$ cat config.mk
export PLATFORM = sky130hd
export DESIGN_NAME = dem_tree_scheduler
export DESIGN_NICKNAME = d
export VERILOG_FILES = /design/src/rtl/dem_tree_scheduler.sv
export SDC_FILE = /design/constraint.sdc
export NUM_CORES = 1
export LEC_CHECK = 0
export BUFFER_PORTS_ARGS = -buffer_cell sky130_fd_sc_hd__buf_2
export CAP_MARGIN = 20
export CORE_MARGIN = 3
export CORE_UTILIZATION = 30
export DETAILED_ROUTE_END_ITERATION = 16
export PLACE_DENSITY = 0.43
export SLEW_MARGIN = 20
export SYNTH_ARGS = -nofsm -noshare
export SYNTH_HDL_FRONTEND = slang
export SYNTH_SLANG_ARGS = --single-unit
export TNS_END_PERCENT = 100
$ cat constraint.sdc
create_clock -name clk_i -period 3.94 [get_ports clk_i]
set_input_delay 0.788 -clock clk_i [delete_from_list [all_inputs] [get_ports clk_i]]
set_output_delay 0.788 -clock clk_i [all_outputs]
set_load 0.1 [all_outputs]
$ cat src/rtl/dem_tree_scheduler.sv
// Time-multiplexes one external DEM switching block across every node of a
// binary encoder tree, breadth-first, and emits the unary DAC cell-enable word.
module dem_tree_scheduler #(
   parameter int          LAYERS    = 3,
   parameter int          WIDTH     = 8,
   parameter int          TIMEOUT   = 15,
   parameter logic [15:0] LFSR_SEED = 16'hACE1
) (
   input  logic                 clk_i,
   input  logic                 reset_i,
   input  logic                 in_valid_i,
   output logic                 in_ready_o,
   input  logic [WIDTH-1:0]     in_sample_i,
   output logic                 sb_req_o,
   output logic [LAYERS-1:0]    sb_node_o,
   output logic [WIDTH-1:0]     sb_x_o,
   output logic                 sb_pn_o,
   input  logic                 sb_ack_i,
   input  logic [WIDTH-1:0]     sb_out1_i,
   input  logic [WIDTH-1:0]     sb_out2_i,
   output logic [2**LAYERS-1:0] cells_o,
   output logic                 out_valid_o,
   output logic                 err_o
);

   localparam int N     = 2**LAYERS - 1;
   localparam int CELLS = 2**LAYERS;
   localparam int IW    = LAYERS + 1;
   localparam int NVAL  = 2**IW;
   localparam int TW    = $clog2(TIMEOUT + 1);

   typedef enum logic [1:0] {IDLE, ISSUE, WAIT, DONE} state_t;

   state_t              state_reg, state_next;
   logic [WIDTH-1:0]    val_reg [NVAL];
   logic [LAYERS-1:0]   k_reg;
   logic [TW-1:0]       tmo_reg;
   logic [15:0]         lfsr_reg;
   logic [WIDTH-1:0]    sample_reg;
   logic [LAYERS-1:0]   node_hold_reg;
   logic [WIDTH-1:0]    x_hold_reg;
   logic                pn_hold_reg;
   logic [CELLS-1:0]    cells_reg;
   logic                err_reg;

   logic                accept, ack_ok, tmo_hit, last_node, clamp, lfsr_fb, conserve_bad;
   logic [WIDTH-1:0]    sample_clamped;
   logic [IW-1:0]       idx_left, idx_right;
   logic [CELLS-1:0]    cells_new, leaf_big;

   assign accept         = (state_reg == IDLE) && in_valid_i;
   assign ack_ok         = (state_reg == WAIT) && sb_ack_i;
   assign tmo_hit        = (state_reg == WAIT) && !sb_ack_i && (tmo_reg == TW'(TIMEOUT - 1));
   assign last_node      = (k_reg == LAYERS'(N));
   assign clamp          = (in_sample_i > WIDTH'(CELLS));
   assign sample_clamped = clamp ? WIDTH'(CELLS) : in_sample_i;
   assign idx_left       = {k_reg, 1'b0};
   assign idx_right      = {k_reg, 1'b1};
   assign lfsr_fb        = lfsr_reg[15] ^ lfsr_reg[13] ^ lfsr_reg[12] ^ lfsr_reg[10];
   assign conserve_bad   = (WIDTH'($countones(cells_reg)) != sample_reg);

   // Leaf view forwards the final ack's results so cells_o lands together with out_valid_o.
   generate
      for (genvar gi = 0; gi < CELLS; gi++) begin : g_leaf
         localparam logic [IW-1:0] LIDX = IW'(N + 1 + gi);
         logic [WIDTH-1:0] leaf_val;
         always_comb begin
            leaf_val = val_reg[LIDX];
            if (ack_ok && (idx_left == LIDX))
               leaf_val = sb_out1_i;
            if (ack_ok && (idx_right == LIDX))
               leaf_val = sb_out2_i;
         end
         assign cells_new[gi] = |leaf_val;
         assign leaf_big[gi]  = (val_reg[LIDX] > WIDTH'(1));
      end
   endgenerate

   always_ff @(posedge clk_i or negedge reset_i) begin
      if (!reset_i)
         state_reg <= IDLE;
      else
         state_reg <= state_next;
   end

   always_comb begin
      state_next = state_reg;
      case (state_reg)
         IDLE:    if (in_valid_i) state_next = ISSUE;
         ISSUE:   state_next = WAIT;
         WAIT: begin
            if (sb_ack_i)
               state_next = last_node ? DONE : ISSUE;
            else if (tmo_hit)
               state_next = DONE;
         end
         DONE:    state_next = IDLE;
         default: state_next = IDLE;
      endcase
   end

   always_comb begin
      in_ready_o  = (state_reg == IDLE);
      sb_req_o    = (state_reg == ISSUE);
      out_valid_o = (state_reg == DONE);
      sb_node_o   = node_hold_reg;
      sb_x_o      = x_hold_reg;
      sb_pn_o     = pn_hold_reg;
      if (state_reg == ISSUE) begin
         sb_node_o = k_reg;
         sb_x_o    = val_reg[{1'b0, k_reg}];
         sb_pn_o   = lfsr_reg[0];
      end
   end

   assign cells_o = cells_reg;
   assign err_o   = err_reg;

   always_ff @(posedge clk_i or negedge reset_i) begin
      if (!reset_i) begin
         for (int i = 0; i < NVAL; i++)
            val_reg[i] <= '0;
      end else begin
         if (accept)
            val_reg[1] <= sample_clamped;
         if (ack_ok) begin
            val_reg[idx_left]  <= sb_out1_i;
            val_reg[idx_right] <= sb_out2_i;
         end
      end
   end

   always_ff @(posedge clk_i or negedge reset_i) begin
      if (!reset_i) begin
         k_reg         <= '0;
         tmo_reg       <= '0;
         lfsr_reg      <= LFSR_SEED;
         sample_reg    <= '0;
         node_hold_reg <= '0;
         x_hold_reg    <= '0;
         pn_hold_reg   <= 1'b0;
         cells_reg     <= '0;
         err_reg       <= 1'b0;
      end else begin
         if (accept) begin
            k_reg      <= LAYERS'(1);
            sample_reg <= sample_clamped;
            if (clamp)
               err_reg <= 1'b1;
         end
         if (state_reg == ISSUE) begin
            lfsr_reg      <= {lfsr_reg[14:0], lfsr_fb};
            tmo_reg       <= '0;
            node_hold_reg <= k_reg;
            x_hold_reg    <= val_reg[{1'b0, k_reg}];
            pn_hold_reg   <= lfsr_reg[0];
         end
         if ((state_reg == WAIT) && !sb_ack_i && !tmo_hit)
            tmo_reg <= tmo_reg + 1'b1;
         if (ack_ok) begin
            if (last_node)
               cells_reg <= cells_new;
            else
               k_reg <= k_reg + 1'b1;
         end
         if (tmo_hit) begin
            err_reg   <= 1'b1;
            cells_reg <= '0;
         end
         // Leaves above 1 or a lost/extra unit both mean the tree did not conserve the sample.
         if ((state_reg == DONE) && ((|leaf_big) || conserve_bad))
            err_reg <= 1'b1;
      end
   end

endmodule
Word level (Yosys, flattened, before mapping). Index checks and enable logic that the tools add are counted.

Word-level logic and storage cells: 139. Output and inout port bits: 24. Bits of input ports: 28. Register bits after elaboration: 182.

Muxes and demuxes: 40. Reduce and logical (&&, ||, !) cells: 33. Bitwise operators: 6. $add $sub $neg: 9. Equal/unequal tests: 11. Magnitude comparators: 14.

Operator list (count): bitwise mux 128 bit (2); two-way mux 8 bit (18); two-way mux 120 bit (1); OR reduction 8 bit (9); demux 8 bit (select 4 bit) (2); > comparator 8 x 1 -> 1 bit (second input constant) (8); binary-select mux 8 bit (select 4 bit) (1); greater-or-equal comparator 5 bit (second input constant) (3); == test 3 bit (second input constant) (4); logical AND 1 bit (12); two-way mux 3 bit (4); less-than comparator 5 x 1 -> 1 bit (second input constant) (2); inverter 4 -> 5 bit (2); adder 1 x 1 -> 2 bit (4); > comparator 8 x 4 -> 1 bit (second input constant) (1); two-way mux 2 bit (4); two-way mux 4 bit (2); != test 4 x 8 -> 1 bit (1); case mux 2 bit (4 select lines) (1); adder 2 x 2 -> 3 bit (2); AND reduction 2 bit (3); nonzero test 2 bit (3); nonzero test 3 bit (2); two-way mux 1 bit (5); other kinds (13) (17).

Longest topological paths before layout.
Depth in word-level cells: 8. Gate-level depth with buffers: 13. Gate-level depth less buffers: 13.

Worst setup path after synthesis. OpenSTA, ideal clock, no wires.

Path kind: register to register. Start point: register cells_reg[0] (netlist: cells_o[0]). End point: register err_reg (netlist: err_o). Setup time: 139 ps. Required time: 3801 ps. Cell stages (with the launch flop): 14. Data arrival time: 4125 ps. Path buffers: 0. Clock period less this slack: 4263 ps. Slack: -323 ps. Cells stage by stage: dfrtp_1 > inv_1 > fa_1 > fa_1 > fa_1 > inv_1 > ha_1 > inv_1 > fa_1 > xor2_1 > nand3_1 > nor3_1 > a31oi_1 > or4b_1.

Word-level cells in the longest chain between the ends: 8. Elaborated cells between the ends (all ways): 10. Those cells by class: 3 x add/sub; 1 x eq/ne; 1 x mux; 5 x reduce/logical.

RTL lines: start, declared (line 43) `logic [CELLS-1:0] cells_reg;`; start signal, assigned (line 162) `cells_reg <= cells_new;`; adder 1 x 1 -> 2 bit (implied by the code) (*) (line 60) `assign conserve_bad = (WIDTH'($countones(cells_reg)) != sample_reg);`; adder 2 x 2 -> 3 bit (implied by the code) (*) (line 60); adder 3 x 3 -> 4 bit (implied by the code) (*) (line 60); != test 4 x 8 -> 1 bit (*) (line 60); logical OR 1 bit (*) (line 171) `if ((state_reg == DONE) && ((|leaf_big) || conserve_bad))`; logical AND 1 bit (*) (line 171); nonzero test 3 bit (no line); AND reduction 2 bit (no line); end signal, assigned (line 149) `err_reg <= 1'b1;`; end signal, assigned (line 167) `err_reg <= 1'b1;`; end signal, assigned (line 172) `err_reg <= 1'b1;`; end, declared (line 44) `logic err_reg;`.

Every way passes the cells marked *; elsewhere a longest branch is shown, timed or not. A chain may end at the register's enable or synchronous reset.

Worst setup path in the final report.
Start point: register k_reg[0]. End point: output port sb_x_o[6].

Word-level cells in the longest chain between the ends: 5.

RTL lines: start, declared (line 36) `logic [LAYERS-1:0] k_reg;`; start signal, assigned (line 164) `k_reg <= k_reg + 1'b1;`; inverter 3 -> 5 bit (implied by the code) (line 111) `sb_x_o = val_reg[{1'b0, k_reg}];`; binary-select mux 8 bit (select 4 bit) (line 111); two-way mux 8 bit (implied by the code) (2 in series) (line 111); two-way mux 8 bit (line 109) `if (state_reg == ISSUE) begin`; end, declared (line 16) `output logic [WIDTH-1:0] sb_x_o,`.

No other way between the ends. The select of a mux whose other input is x is not followed.

==> metrics.md <==
| Metric | Value |
|---|---|
| Run status | finished clean |
| Main combinational cell family by area after synthesis | multiplexers |
| Crit path kind | reg2out |
| CTS Hold Bufs | 0 |
| Setup WS post-layout | 173 ps |
| Reg2reg start | cells_o[0]$_DFFE_PN0P_ |
| Pre-CTS setup slack | 207 ps |
| Data required, critical path | 3150 ps |
| CP max stage cell | dfrtp_1 |
| Register bit total from synthesis | 180 |
| Top cell type's share of synthesized area | 52.8% |
| Clock Sinks | 180 |
| Worst R2R End | err_o$_DFFE_PN0P_ |
| DR iter-0 viols | 415 |
| Root Driver | clkbuf_16 |
| Total CTS buffers | 17 |
| Compound-cell area share of the yosys netlist | 5.90% |
| Filler cell count in the final layout | 2554 |
| CP max stage delay | 830 ps |
| Most frequent cells in the layout | 169 x dfrtp_1, 109 x mux2_2, 102 x nand2_1, 46 x buf_2, 24 x nor2_1 |
| DR WL/cell | 19.2 um |
| Post-CTS Setup Bufs | 0 |
| Top-level I/O count | 52 |
| Post-route ant nets | 0 |
| WL final | 20.3 mm |
| Die W | 171 um |
| Net Sw Power | 0.00311 W |
| Gate power share | 41.0% |
| R2R setup slack | 220 ps |
| Antenna diodes | 0 |
| Multiplexer share of the synthesized area | 19.9% |
| Utilization after layout | 35.6% |
| Clock Latency Late Sink | 430 ps |
| Final instance area | 9390 um2 |
| Hpwl dp | 13.9 mm |
| Post-synthesis cell area | 8150 um2 |
| Post-DR vias/cell | 4.93 |
| Die area | 29200 um2 |
| Min cycle time layout | 3770 ps |
| Cell row count | 59 |
| Setup Skew | 9.00 ps |
| Fmax | 265 MHz |
| CTS H-Tree Depth | 4 |
| Cell Chain, Critical Path | nor2b_1, a221oi_1, nor2_1, a311oi_1, o21ai_1, buf_2 |
| Syn Nets | 701 |
| Final Max Slew Viols | 0 |
| Core Region | 26400 um2 |
| Post-Syn Instances | 659 |
| Die Ht | 171 um |
| Via count | 5227 |
| Clock power share | 21.4% |
| Yosys cell types | 59 |
| GRT Util Overall | 14.5% |
| Worst slew margin | 32.9% |
| Register share of total power | 37.5% |
| Worst path arrival time | 2980 ps |
| Largest net degree at the start of global routing | 88 |
| CP Launch Type | flop |
| Unrepaired setup endpoints after global routing | no |
| Clock buffer depth | 2 |
| Critical-path maximum fanout | 18 |
| Average cell area after synthesis | 12.4 um2 |
| Peak supply drop | 0.333 mV |
| Final hold violations | 0 |
| Reg2reg path depth | 13 |
| Primary FF master, synth | dfrtp_1 |
| Nets | 755 |
| Setup crit end | sb_x_o[6] |
| Final Cycle Share | 95.6% |
| Vias in the first global route | 5444 |
| Crit path launch | k_reg[0]$_DFF_PN0_ |
| First-pass GRT wire length | 32.2 mm |
| CTS clk-pin slew, worst paths | 70 ps |
| CP Capture Type | output port |
| Starting Density | 30.9% |
| Ys async rst share | 100% |
| Post-Synth Adder-Cell Area | 2.52% |
| Placer Congestion | 0.744 |
| DR pass1 iterations | 4 |
| Final setup viols | 0 |
| Commonest non-fill, non-tap cell in the layout | dfrtp_1 |
| Area Overhead vs Synth | 15.3% |
| Top post-synthesis cells by area | dfrtp_1 53%, mux2_2 15%, nand2_1 4.7% |
| Int Pwr | 0.00434 W |
| DP Area | 8830 um2 |
| DR DRC count | 0 |
| Max Cap Violations | 0 |
| Layout cells sized above 1 | 34.3% |
| Class of the worst hold path | in2async |
| Leak | 4.43 nW |
| Slew @ Worst Pin | 1010 ps |
| Port buffer count | 51 |
| TritonCTS clock tree | built |
| PostCTS Resize Cnt | 0 |
| Switch share | 41.8% |
| Xor/xnor share of the synthesized area | 0.968% |
| Dominant cell type by area after synthesis | dfrtp_1 |
| Post-synthesis sequential area ratio | 55.4% |
| Initial antenna violation count | 0 |
| Ys Warns | 0 |
| EDFF count, synth | 0 |
| Fraction of the mapped netlist area in simple logic gates | 12.0% |
| Congestion Overflow GR | 0 |
| Pwr Density | 793 nW/um2 |
## power groups by stage
stage / clock, W / sequential, W / combinational, W
global placement: 0 / 0.00280 / 0.00306
finish: 0.00160 / 0.00279 / 0.00306
detailed placement: 0 / 0.00283 / 0.00309
CTS: 0.00165 / 0.00279 / 0.00310
floorplan: 0 / 0.00283 / 0.00218
global route: 0.00173 / 0.00287 / 0.00330
## Yosys cell counts, drive strengths merged, types with 10 or more instances
cell type and n:
inv 19, o21ai 23, a221oi 11, nor3 12, mux2 129, buf 24, nand3 11, nand2 103
ha 10, dfrtp 172, nor4 17, nor2 25
## worst min path at each step
stage                                  startpoint                      end  cells past startpoint
after floorplan           lfsr_reg[5]$_DFFE_PN1P_  lfsr_reg[6]$_DFFE_PN1P_                      2
after global placement    lfsr_reg[5]$_DFFE_PN1P_  lfsr_reg[6]$_DFFE_PN1P_                      2
after detailed placement  lfsr_reg[5]$_DFFE_PN1P_  lfsr_reg[6]$_DFFE_PN1P_                      2
after CTS                                 reset_i        err_o$_DFFE_PN0P_                      1
after global routing      lfsr_reg[6]$_DFFE_PN1P_  lfsr_reg[7]$_DFFE_PN1P_                      2
final                                     reset_i   cells_o[6]$_DFFE_PN0P_                      1
## metrics by stage
| stage | TNS, ps | power, W | cells | hold slack, ps |
|---|---|---|---|---|
| final | 0 | 0.00745 | 1061 | 438 |
| after global routing | 0 | 0.00790 | 1061 | 487 |
| after CTS | 0 | 0.00755 | 1060 | 462 |
| after detailed placement | 0 | 0.00592 | 1028 | 452 |
| after global placement | 0 | 0.00586 | 1028 | 448 |
| after floorplan | -30.5 | 0.00501 | 659 | 435 |
## critical path, delay by kind of cell (launching register included)
family	cells	cell delay [ps]
AOI/OAI and AO/OA	3	1100
buffers and inverters	1	320
DFF	1	830
and+or+nand+nor	2	280
## area by class of cell
| cell class | instances | area [um2] | share of cell area [%] |
|---|---|---|---|
| Timing Repair Buffer | 66 | 467 | 4.97 |
| Tap cell | 335 | 419 | 4.46 |
| Multi-Input combinational cell | 428 | 3360 | 35.8 |
| Inverter | 20 | 75.1 | 0.799 |
| Clock inverter | 15 | 125 | 1.33 |
| Clock buffer | 17 | 425 | 4.53 |
| Sequential cell | 180 | 4520 | 48.1 |
## logic make-up (layout without fill, tap and decap cells)
logic type                 count (synthesis)  after routing
muxes                                    136            136
xor gates and xnor gates                   9              9
DFF                                      180            180
AOI/OAI and AO/OA                         71             71
adders and majority gates                 14             14
buffers and inverters                     51            118
and+or+nand+nor                          198            198
## routing by layer
layer / GRT usage (%) / vias up / part of all wire (%) / wire length (um)
met1: 20.1 / 2698 / 48 / 9840
met2: 23.3 / 86 / 47 / 9630
met4: 4.83 / 0 / 1.6 / 333
met3: 2.22 / 16 / 2.6 / 538
met5: 0 / - / 0 / 0
li1: - / 2427 / - / -
Note: power is estimated with default switching activity, not from simulation.
